--- src/rtl/dmem_bridge.sv ---
// Bridge between a core's byte-addressed data port and a single-cycle synchronous SRAM.
// Handles sub-word alignment, lane replication, misalignment trapping and store counting.
module dmem_bridge #(
    parameter int ADDR_W = 12
) (
    input  logic              CLK,
    input  logic              RESET,
    input  logic              DREQ,
    input  logic [31:0]       DADDR,
    input  logic              DRW,
    input  logic [1:0]        DSIZE,
    input  logic [31:0]       DWDATA,
    output logic [31:0]       DRDATA,
    output logic              DREADY,
    output logic              DRVALID,
    output logic              DERR,
    output logic [31:0]       ERRADDR,
    output logic [15:0]       STORE_CNT,
    output logic              MCSN,
    output logic [ADDR_W-1:0] MADDR,
    output logic              MWE,
    output logic [3:0]        MBE,
    output logic [31:0]       MDI,
    input  logic [31:0]       MDO
);

    typedef enum logic [1:0] {IDLE, ACCESS, CAPTURE, ERR} state_t;

    state_t      state;
    logic [31:0] req_addr;
    logic        req_rw;
    logic [1:0]  req_size;
    logic [3:0]  req_be;
    logic [31:0] req_mdi;
    logic [15:0] store_cnt;

    logic        misaligned;
    logic [3:0]  be_next;
    logic [31:0] mdi_next;
    logic [31:0] rd_shift;
    logic [31:0] rd_data;

    // NOTE: every always_comb output gets a default first so no path leaves it unassigned (no latch).
    always_comb begin
        misaligned = 1'b0;
        be_next    = 4'b1111;
        mdi_next   = DWDATA;
        case (DSIZE)
            2'b00: begin
                be_next  = 4'b0001 << DADDR[1:0];
                mdi_next = {4{DWDATA[7:0]}};
            end
            2'b01: begin
                misaligned = DADDR[0];
                be_next    = DADDR[1] ? 4'b1100 : 4'b0011;
                mdi_next   = {2{DWDATA[15:0]}};
            end
            2'b10:   misaligned = |DADDR[1:0];
            default: misaligned = 1'b1;
        endcase
    end

    // Load path: bring the addressed lane down to bit 0, then zero-extend to the access size.
    always_comb begin
        rd_shift = MDO >> {req_addr[1:0], 3'b000};
        case (req_size)
            2'b00:   rd_data = {24'h0, rd_shift[7:0]};
            2'b01:   rd_data = {16'h0, rd_shift[15:0]};
            default: rd_data = rd_shift;
        endcase
    end

    // NOTE: sequential state uses non-blocking assignments so every register samples pre-edge values.
    always_ff @(posedge CLK) begin
        if (RESET) begin
            state     <= IDLE;
            req_addr  <= '0;
            req_rw    <= 1'b0;
            req_size  <= '0;
            req_be    <= '0;
            req_mdi   <= '0;
            DRDATA    <= '0;
            DRVALID   <= 1'b0;
            DERR      <= 1'b0;
            ERRADDR   <= '0;
            store_cnt <= '0;
        end else begin
            DRVALID <= 1'b0;
            case (state)
                IDLE: begin
                    if (DREQ) begin
                        req_addr <= DADDR;
                        req_rw   <= DRW;
                        req_size <= DSIZE;
                        req_be   <= be_next;
                        req_mdi  <= mdi_next;
                        state    <= misaligned ? ERR : ACCESS;
                    end
                end
                ACCESS: begin
                    if (req_rw) begin
                        if (store_cnt != 16'hFFFF) store_cnt <= store_cnt + 16'd1;
                        state <= IDLE;
                    end else begin
                        state <= CAPTURE;
                    end
                end
                CAPTURE: begin
                    DRDATA  <= rd_data;
                    DRVALID <= 1'b1;
                    state   <= IDLE;
                end
                ERR: begin
                    DERR <= 1'b1;
                    if (!DERR) ERRADDR <= req_addr;
                    if (!req_rw) begin
                        DRDATA  <= '0;
                        DRVALID <= 1'b1;
                    end
                    state <= IDLE;
                end
                default: state <= IDLE;
            endcase
        end
    end

    // Reset gates the strobes combinationally so a write already in ACCESS never reaches the SRAM.
    assign DREADY    = (state == IDLE);
    assign MCSN      = (state != ACCESS) || RESET;
    assign MWE       = (state == ACCESS) && req_rw && !RESET;
    assign MADDR     = req_addr[ADDR_W+1:2];
    assign MBE       = req_be;
    assign MDI       = req_mdi;
    assign STORE_CNT = store_cnt;

endmodule

--- config.mk ---
export PLATFORM = sky130hd
export DESIGN_NAME = dmem_bridge
export DESIGN_NICKNAME = d
export VERILOG_FILES = /design/src/rtl/dmem_bridge.sv
export SDC_FILE = /design/constraint.sdc
export NUM_CORES = 1
export LEC_CHECK = 0
export BUFFER_PORTS_ARGS = -buffer_cell sky130_fd_sc_hd__buf_2
export CAP_MARGIN = 10
export CORE_MARGIN = 5
export CORE_UTILIZATION = 50
export CTS_CLUSTER_DIAMETER = 200
export DETAILED_ROUTE_END_ITERATION = 12
export PLACE_DENSITY_LB_ADDON = 0.12
export RECOVER_POWER = 25
export SYNTH_ARGS = -nofsm -noshare
export SYNTH_HDL_FRONTEND = slang
export SYNTH_SLANG_ARGS = --single-unit
--- constraint.sdc ---
create_clock -name CLK -period 2 [get_ports CLK]
set_input_delay 0.4 -clock CLK [delete_from_list [all_inputs] [get_ports CLK]]
set_output_delay 0.4 -clock CLK [all_outputs]
set_load 0.05 [all_outputs]
# Yosys cells after proc, flatten, opt, wreduce, memory -nomap -nowiden

Index checks and enable logic that the tools add are counted.

Add/sub/neg operators: 1
Equality and inequality tests: 10
Shift-type cells: 2
Multiplexer cells: 13
Bitwise logic cells: 1
Reductions and logical operators: 14

Operators by type and width:

| operator                                              | number |
|---|---|
| case mux 32 bit (2 select lines)                      | 3 |
| 2-to-1 mux 32 bit                                     | 1 |
| right shift 32 x 5 -> 32 bit                          | 1 |
| adder 16 x 1 -> 16 bit, second input constant         | 1 |
| inequality test 16 bit, second input constant         | 1 |
| case mux 4 bit (2 select lines)                       | 1 |
| equality test 2 x 1 -> 1 bit, second input constant   | 3 |
| equality test 2 bit, second input constant            | 3 |
| logical NOT 2 bit                                     | 3 |
| 2-to-1 mux 2 bit                                      | 3 |
| case mux 2 bit (3 select lines)                       | 1 |
| AND reduction 2 bit                                   | 3 |
| 2-to-1 mux 4 bit                                      | 1 |
| inequality test 2 bit, second input constant          | 2 |
| OR reduction 2 bit                                    | 2 |
| << shifter 1 x 2 -> 4 bit, first input constant       | 1 |
| case mux 1 bit (3 select lines)                       | 1 |
| AND reduction 3 bit                                   | 1 |
| logical AND 1 bit                                     | 2 |
| inequality test 2 x 1 -> 1 bit, second input constant | 1 |
| case mux 1 bit (2 select lines)                       | 1 |
| nonzero test 2 bit                                    | 1 |
| logical NOT 1 bit                                     | 1 |
| logical OR 1 bit                                      | 1 |
| 2 further kinds                                       | 2 |

Register bits: 155
Input port bits: 102
Output and inout bits: 133
Word-level logic and storage cells: 52

# Longest topological paths before layout

Gate-level depths: netlist (run 1).

Depth after elaboration: 5
Mapped depth: 7
Gate-level depth less buffers: 5

# Least setup slack after synthesis (run 1)

OpenSTA, ideal clock, no wires.

Path kind: input -> output
Start point: input RESET
End point: output MWE
Arrival time: 1656 ps
Data required time: 1600 ps
Slack: -56 ps
Stages: 4
Buffers on the path: 3
Cell sequence: clkbuf_1 > clkbuf_1 > clkbuf_1 > nor2_1

Word-level cells in the longest chain between the ends: 2

Ends and longest elaborated chain:

| element            | RTL line | RTL |
|---|---|---|
| start: declaration | 7        | `input logic RESET,` |
| logical NOT 1 bit  | 130      | `assign MWE = (state == ACCESS) && req_rw && !RESET;` |
| logical AND 1 bit  | 130      |  |
| end: declaration   | 21       | `output logic MWE,` |

No other way between the ends.

# Worst setup path after layout (run 1)

Start point: register state[0]
End point: output MWE

Word-level cells in the longest chain between the ends: 3

Ends and longest elaborated chain:

| element                        | RTL line | RTL |
|---|---|---|
| start: declaration             | 29       | `state_t state;` |
| start signal: assignment       | 97       | `state <= misaligned ? ERR : ACCESS;` |
| equality test 2 x 1 -> 1 bit   | 130      |  |
| logical AND 1 bit (2 in a row) | 130      |  |

No other way between the ends.

==> PnR_summary.wiki, run 1 <==
{| class="wikitable"
! Metric !! Value
|-
| Sequential area share after synthesis || 0.474
|-
| Final wirelength || 18500 microns
|-
| Initial core utilization || 0.514
|-
| Final min period || 1.90 ns
|-
| Post-route insts no fill || 1168
|-
| Number of max-slew violations in the final report || 0
|-
| Startpoint of the worst register-to-register path || STORE_CNT[0]
|-
| Post-synth design cell area || 6550 sq um
|-
| CTS tree || done
|-
| Area share of the leading cell type in the synthesized netlist || 0.474
|-
| Normalized max-slew margin || 0.372
|-
| Std-Cell Rows || 41
|-
| Number of input and output port buffers inserted || about 230
|-
| Flop-to-flop setup slack || 0.15 ns
|-
| Type of destination of the critical path || primary output
|-
| Leading cell type in the layout, fill and taps excluded || sky130_fd_sc_hd__nand2_1
|-
| Pin count of the biggest net entering global routing || between 80 and 90
|-
| Status || complete, no violations
|-
| Total gr overflow || 0
|-
| Cell area reported after detailed placement || 7800 sq um
|-
| Post-Route Utilization || 0.659
|-
| Worst-Skew Late Latency || 0.42 ns
|-
| Most used cells in the layout excluding fill and tap cells || 190 x sky130_fd_sc_hd__nand2_1, 164 x sky130_fd_sc_hd__buf_2, 153 x sky130_fd_sc_hd__dfxtp_1
|-
| Initial DRT Pass Iterations || 5
|-
| Core outline area || 12700 sq um
|-
| Classification of the worst setup path || flip-flop to primary output
|-
| Maximum clock path buffer count || 2
|-
| Area enclosed by the die boundary || around 15000 sq um
|-
| Antenna violations before repair || 2
|-
| Final design area excluding fillers || roughly 8400 sq um
|-
| Largest fanout of any net on the critical path || 3
|-
| Pwr Density || around 950 nW/um^2
|-
| DIE HEIGHT || 124 microns
|-
| Number of CTS-inserted buffers || 17
|-
| Via Count || 6204
|-
| Net count after synthesis || just under 900
|-
| Starting DRT DRC Count || 465
|-
| Gate count of the mapped netlist || 781
|-
| Nets || 1085
|-
| Highest clock frequency the design can meet || 0.525 GHz
|-
| CTS H-Tree Depth || 4
|-
| Top cells by area, synth || sky130_fd_sc_hd__dfxtp_1 47%, sky130_fd_sc_hd__nand2_1 11%, sky130_fd_sc_hd__a21oi_1 7.5%
|-
| Post-Route Setup TNS || 0 ns
|-
| DP Cell Count || ~1100
|-
| Proportion of layout cells with a drive suffix above 1 || 0.255
|-
| Primary flip-flop cell chosen by synthesis mapping || sky130_fd_sc_hd__dfxtp_1
|-
| Drt drc || 0
|-
| Hold Violations, Final || 0
|-
| Critical Path RT || 1.60 ns
|-
| Crit start category || flip-flop
|-
| Startpoint of the worst setup timing path || state[0]
|-
| Peak supply drop || 0.623 mV
|-
| Reported leakage power || 3.44 nW
|-
| Number of synthesized flops with an enable pin || 0
|-
| FF-to-FF path depth || 5
|-
| Worst Clk Skew || 0.00668 ns
|-
| First-pass GRT wire length || 29600 microns
|-
| Number of max-cap violations || 0
|-
| Top-level I/O count || 235
|-
| Post-route ant nets || 0
|-
| Worst flop-to-flop path endpoint || STORE_CNT[0]
|-
| Detail Placement HPWL || 12900 microns
|-
| Post-synth ARST share || 0
|-
| Post-Synthesis Mean Instance Area || between 8 and 9 sq um
|-
| Number of distinct standard cells referenced by the synthesized netlist || 42
|-
| Endpoints failing setup || 0
|-
| Via/cell ratio || ~5.3
|-
| Global placement routability congestion || 0.839
|-
| Library cell with the largest summed area after synthesis || sky130_fd_sc_hd__dfxtp_1
|-
| Flip-flop and latch count after synthesis || approximately 160
|-
| Worst setup path endpoint || MWE
|-
| Worst min-delay path class || input port to flip-flop
|-
| Worst Path Arrival || 1.50 ns
|-
| Horiz. Die Dim || roughly 120 microns
|-
| Final period utilization || 0.952
|-
| Setup repair after global routing missed its margin || no
|-
| Synthesis warning total || 0
|-
| Signed area change from the synthesized netlist to the final layout || 28.1%
|-
| Sinks on the clock net || approximately 160
|-
| Slew at the pin closest to its max-slew limit || 0.941 ns
|-
| Via count of the first global-routing pass || ~6000
|-
| Average wire per cell in the routed design || 15.9 microns
|-
| Total routing usage reported by global routing || 0.232
|-
| Smallest hold slack || 0.214 ns
|-
| Clock transition at path regs || 0.06 ns
|-
| Clock root buffer master || sky130_fd_sc_hd__clkbuf_16
|}
## cells by family after synthesis
kind of cell    count (synthesis)  synth area share
compound gates                194             0.181
fa+ha+maj                       1           0.00191
buf+inv                        80            0.0572
flops                         155             0.474
mux                            47            0.0898
simple gates                  304             0.196
## routing by layer
layer / up-vias / global-route usage / part of all wire
met4: 2 / 0.0941 / 0.026
met3: 37 / 0.0840 / 0.075
met2: 210 / 0.370 / 0.47
li1: 3092 / - / -
met1: 2863 / 0.284 / 0.42
met5: - / 0 / 0.00038
## final cells by class
class / instances / area [sq um]
fillers: 1225 / 4340
flip-flops and latches: 155 / 3110
multi-input cells: 546 / 3090
repair buffers: 257 / 1300
clock buffers: 20 / 457
well taps: 172 / 215
clock inverters: 12 / 194
inverters: 5 / 18.8
diodes: 1 / 2.50
## state kept, by name, summed over array words and instances, names as in the netlist, 2 cells and up
register	count
DRDATA	32
ERRADDR	32
MBE	4
MDI	32
STORE_CNT	16
req_addr	32
req_size	2
state	2
## how the worst min path moves through the flow
stage                  from      endpoint  slack [ns]  cells past startpoint
2_1_floorplan  req_addr[16]   ERRADDR[16]        0.43                      2
3_3_place_gp   req_addr[24]   ERRADDR[24]        0.44                      2
3_5_place_dp   req_addr[25]   ERRADDR[25]        0.44                      2
4_1_cts           DADDR[30]  req_addr[30]        0.20                      3
5_1_grt           DADDR[15]  req_addr[15]        0.20                      3
6_report                DRW        req_rw        0.21                      3
## repair_timing
action | CTS | global route
cloned | 0 | 0
hold buffers | 0 | 0
buffers inserted | 0 | 2
gates resized for setup | 1 | 3
setup endpoints to repair | 1 | 2
pin swaps | 0 | 0
## worst max-delay path, cell delays in order (launching register included)
cell	delay (ns)
sky130_fd_sc_hd__dfxtp_1	0.33
sky130_fd_sc_hd__buf_6	0.10
sky130_fd_sc_hd__nand2_1	0.06
sky130_fd_sc_hd__or2_2	0.31
sky130_fd_sc_hd__nor2_2	0.11
sky130_fd_sc_hd__buf_6	0.17
## report_power, final
part           leakage [nW]  switching [W]  internal, W  total (W)
Clock                 0.316        0.00125      0.00227    0.00352
Sequential             1.26      0.0000728      0.00322    0.00329
Combinational          1.86       0.000818     0.000350    0.00117
Total                  3.44        0.00214      0.00584    0.00798
## synth_stat cells (14+ instances only)
cell type	instances
sky130_fd_sc_hd__nor2_1	70
sky130_fd_sc_hd__buf_2	17
sky130_fd_sc_hd__buf_4	14
sky130_fd_sc_hd__mux2_2	14
sky130_fd_sc_hd__nand2_1	191
sky130_fd_sc_hd__clkbuf_1	41
sky130_fd_sc_hd__o21ai_0	20
sky130_fd_sc_hd__a21oi_1	98
sky130_fd_sc_hd__mux2i_1	25
sky130_fd_sc_hd__a211oi_1	14
sky130_fd_sc_hd__a22oi_1	32
sky130_fd_sc_hd__dfxtp_1	155
## per-stage QoR
stage	setup slack, ns	total power [W]
after floorplan	0.0741	0.00419
after global placement	0.255	0.00453
after detailed placement	0.211	0.00454
after CTS	0.00671	0.00806
after global routing	0.0267	0.00828
final	0.0963	0.00798
Note: power is estimated with default switching activity, not from simulation.
==> run 2, diff against run 1 <==
Settings changed: CORE_MARGIN 5 to 2.
==> run 2 against run 1 <==
  * Register-to-register slack improved by 0.02 ns
  * Combinational power hardly changed
  * Global-route usage is 1.8 points higher
  * Hold slack better by 0.0037 ns
  * Cell count unchanged
  * Fmax decreased by 2.3%
  * Critical endpoint is now DREADY
==> PnR_summary.wiki, run 2 (synthesis results as in run 1) <==
{| class="wikitable"
! Metric !! Value
|-
| Setup repair after global routing missed its margin || no
|-
| Std-Cell Rows || 41 (unchanged)
|-
| Final period utilization || 0.975 (+0.0227)
|-
| Type of destination of the critical path || primary output
|-
| Peak supply drop || 0.584 mV (-6.2%)
|-
| Worst Hold Endpoint || req_addr[30]
|-
| Crit path largest cell delay || 0.33 ns (about the same)
|-
| Nets || 1086 (+0.092%)
|-
| Cell depth of the worst hold path || 3 (unchanged)
|-
| Number of max-cap violations || 0 (unchanged)
|-
| Initial DRT Pass Iterations || 5 (unchanged)
|-
| Cell area reported after detailed placement || 7820 sq um (+0.26%)
|-
| Most used cells in the layout excluding fill and tap cells || 190 x sky130_fd_sc_hd__nand2_1, 162 x sky130_fd_sc_hd__buf_2, 152 x sky130_fd_sc_hd__dfxtp_1
|-
| Slew at the pin closest to its max-slew limit || 1.04 ns (+0.104 ns)
|-
| Sinks on the clock net || 155 (unchanged)
|-
| Worst Clk Skew || 0.00959 ns (+0.00291 ns)
|-
| Flop-to-flop setup slack || 0.17 ns (+0.02 ns)
|-
| Hold Violations, Final || 0 (unchanged)
|-
| CTS H-Tree Depth || 4 (unchanged)
|-
| Top-level I/O count || 235 (unchanged)
|-
| Number of max-slew violations in the final report || 0 (unchanged)
|-
| Smallest hold slack || 0.218 ns (+0.00375 ns)
|-
| Via Count || 6155 (-0.79%)
|-
| Final design area excluding fillers || 8450 sq um (+0.82%)
|-
| Startpoint of the worst register-to-register path || STORE_CNT[0]
|-
| CP Cell Sequence || buf_6 -> buf_4 -> nor2_1 -> buf_2
|-
| Diodes inserted || 0 (-1)
|-
| Area enclosed by the die boundary || 14000 sq um (-9.4%)
|-
| Post-Route Utilization || 0.664 (+0.00541)
|-
| Normalized max-slew margin || 0.303 (-0.0690)
|-
| Maximum clock path buffer count || 2 (unchanged)
|-
| Critical path's top delay family || buffers and inverters
|-
| Critical path depth || 4 (-1)
|-
| Number of CTS-inserted buffers || 17 (unchanged)
|-
| Starting DRT DRC Count || 564 (+21%)
|-
| Endpoints failing setup || 0 (unchanged)
|-
| Drt drc || 0 (unchanged)
|-
| Crit start category || flip-flop
|-
| First-pass GRT wire length || 28500 microns (-3.9%)
|-
| Number of input and output port buffers inserted || 234 (unchanged)
|-
| Layout fillers || 1199 (-2.1%)
|-
| Final wirelength || 17900 microns (-3.2%)
|-
| Antenna violations before repair || 0 (-2)
|-
| Highest clock frequency the design can meet || 0.513 GHz (-2.3%)
|-
| Average wire per cell in the routed design || 15.4 microns (-3.2%)
|-
| Buf/Inv on CP || 3 (+1)
|-
| Reported leakage power || 3.47 nW (+0.85%)
|-
| Post-Route Setup TNS || 0 ns (unchanged)
|-
| Core outline area || 12700 sq um (unchanged)
|-
| Detail Placement HPWL || 12100 microns (-6.1%)
|-
| DIE HEIGHT || 118 microns (-4.8%)
|-
| Leading cell type in the layout, fill and taps excluded || sky130_fd_sc_hd__nand2_1
|-
| Critical Path RT || 1.60 ns (about the same)
|-
| Worst flop-to-flop path endpoint || STORE_CNT[0]
|-
| Final min period || 1.95 ns (+0.0455 ns)
|-
| Global placement routability congestion || 0.853 (+1.7%)
|-
| Clock transition at path regs || 0.06 ns (about the same)
|-
| Worst min-delay path class || input port to flip-flop
|-
| Largest fanout of any net on the critical path || 8 (+5)
|-
| Classification of the worst setup path || flip-flop to primary output
|-
| Via/cell ratio || 5.27 (-0.79%)
|-
| Via count of the first global-routing pass || 5678 (-3.2%)
|-
| FF-to-FF path depth || 5 (unchanged)
|-
| Proportion of layout cells with a drive suffix above 1 || 0.255 (-0.000256)
|-
| CTS tree || done
|-
| Hold wc startpoint || DADDR[30]
|-
| Worst-Skew Late Latency || 0.42 ns (about the same)
|-
| Horiz. Die Dim || 118 microns (-4.8%)
|-
| Worst Path Arrival || 1.55 ns (+0.05 ns)
|-
| Post-route ant nets || 0 (unchanged)
|-
| Cell with the largest stage delay on the worst path || sky130_fd_sc_hd__buf_2
|-
| Total gr overflow || 0 (unchanged)
|-
| Status || complete, no violations
|-
| Pin count of the biggest net entering global routing || 84 (-3.4%)
|-
| Total routing usage reported by global routing || 0.250 (+0.0181)
|-
| Initial core utilization || 0.514 (unchanged)
|-
| Pwr Density || 978 nW/um^2 (+2.7%)
|-
| Signed area change from the synthesized netlist to the final layout || 29.1%
|-
| Clock root buffer master || sky130_fd_sc_hd__clkbuf_16
|}
-- run 2: cell types whose count changed in the layout (fill, tap and decap cells not counted), moves of 2 or more --
cell and change:
sky130_fd_sc_hd__bufinv_16 +2, sky130_fd_sc_hd__buf_2 -2, sky130_fd_sc_hd__clkinv_2 -3, sky130_fd_sc_hd__clkinv_4 +3
-- run 2: worst register-to-register path, delay by kind of cell (launching register included) --
family | cells | cell delay [ns]
DFF | 1 | 0.35
adders and majority gates | 1 | 0.16
AOI/OAI and AO/OA | 1 | 0.19
and+or+nand+nor | 2 | 0.70
muxes | 1 | 0.31
-- run 2: power by group --
group          switching (W)  total [W]  internal [W]
Clock                0.00129    0.00380       0.00251
Sequential         0.0000709    0.00329       0.00322
Combinational       0.000819    0.00117      0.000353
-- run 2: how the worst max path moves through the flow --
stage | from | to | slack (ns)
floorplan | STORE_CNT[11] | STORE_CNT[0] | 0.07
finish | state[0] | DREADY | 0.05
CTS | state[0] | MWE | 0.01
detailed placement | STORE_CNT[0] | STORE_CNT[0] | 0.20
global placement | STORE_CNT[0] | STORE_CNT[0] | 0.25
global route | state[0] | DREADY | 0.001
-- run 2: through the flow --
step | power [W] | std cells | worst slack [ns]
3_5_place_dp | 0.00454 | 1134 | 0.204
6_report | 0.00826 | 1168 | 0.0508
4_1_cts | 0.00834 | 1166 | 0.0131
2_1_floorplan | 0.00419 | 781 | 0.0741
5_1_grt | 0.00857 | 1168 | 0.00126
3_3_place_gp | 0.00453 | 1134 | 0.245
-- run 2: timing repair --
item	CTS	global route
setup endpoints to repair	1	1
setup buffers	0	2
hold buffers	0	0
gates resized for setup	3	1
-- run 2: metal layers --
metal  global-route usage  routed length (microns)
met5                    0                        0
met2                0.398                     8550
met1                0.327                     8070
met3               0.0685                     1090
met4               0.0863                      244
-- run 2: area by class of cell --
type / count / area [sq um] / area share
Multi-Input combinational cell: 546 / 3080 / 0.365
Sequential cell: 155 / 3110 / 0.368
Inverter: 5 / 18.8 / 0.00222
Tap cell: 172 / 215 / 0.0255
Clock inverter: 14 / 267 / 0.0315
Timing Repair Buffer: 258 / 1320 / 0.157
Clock buffer: 18 / 439 / 0.0520
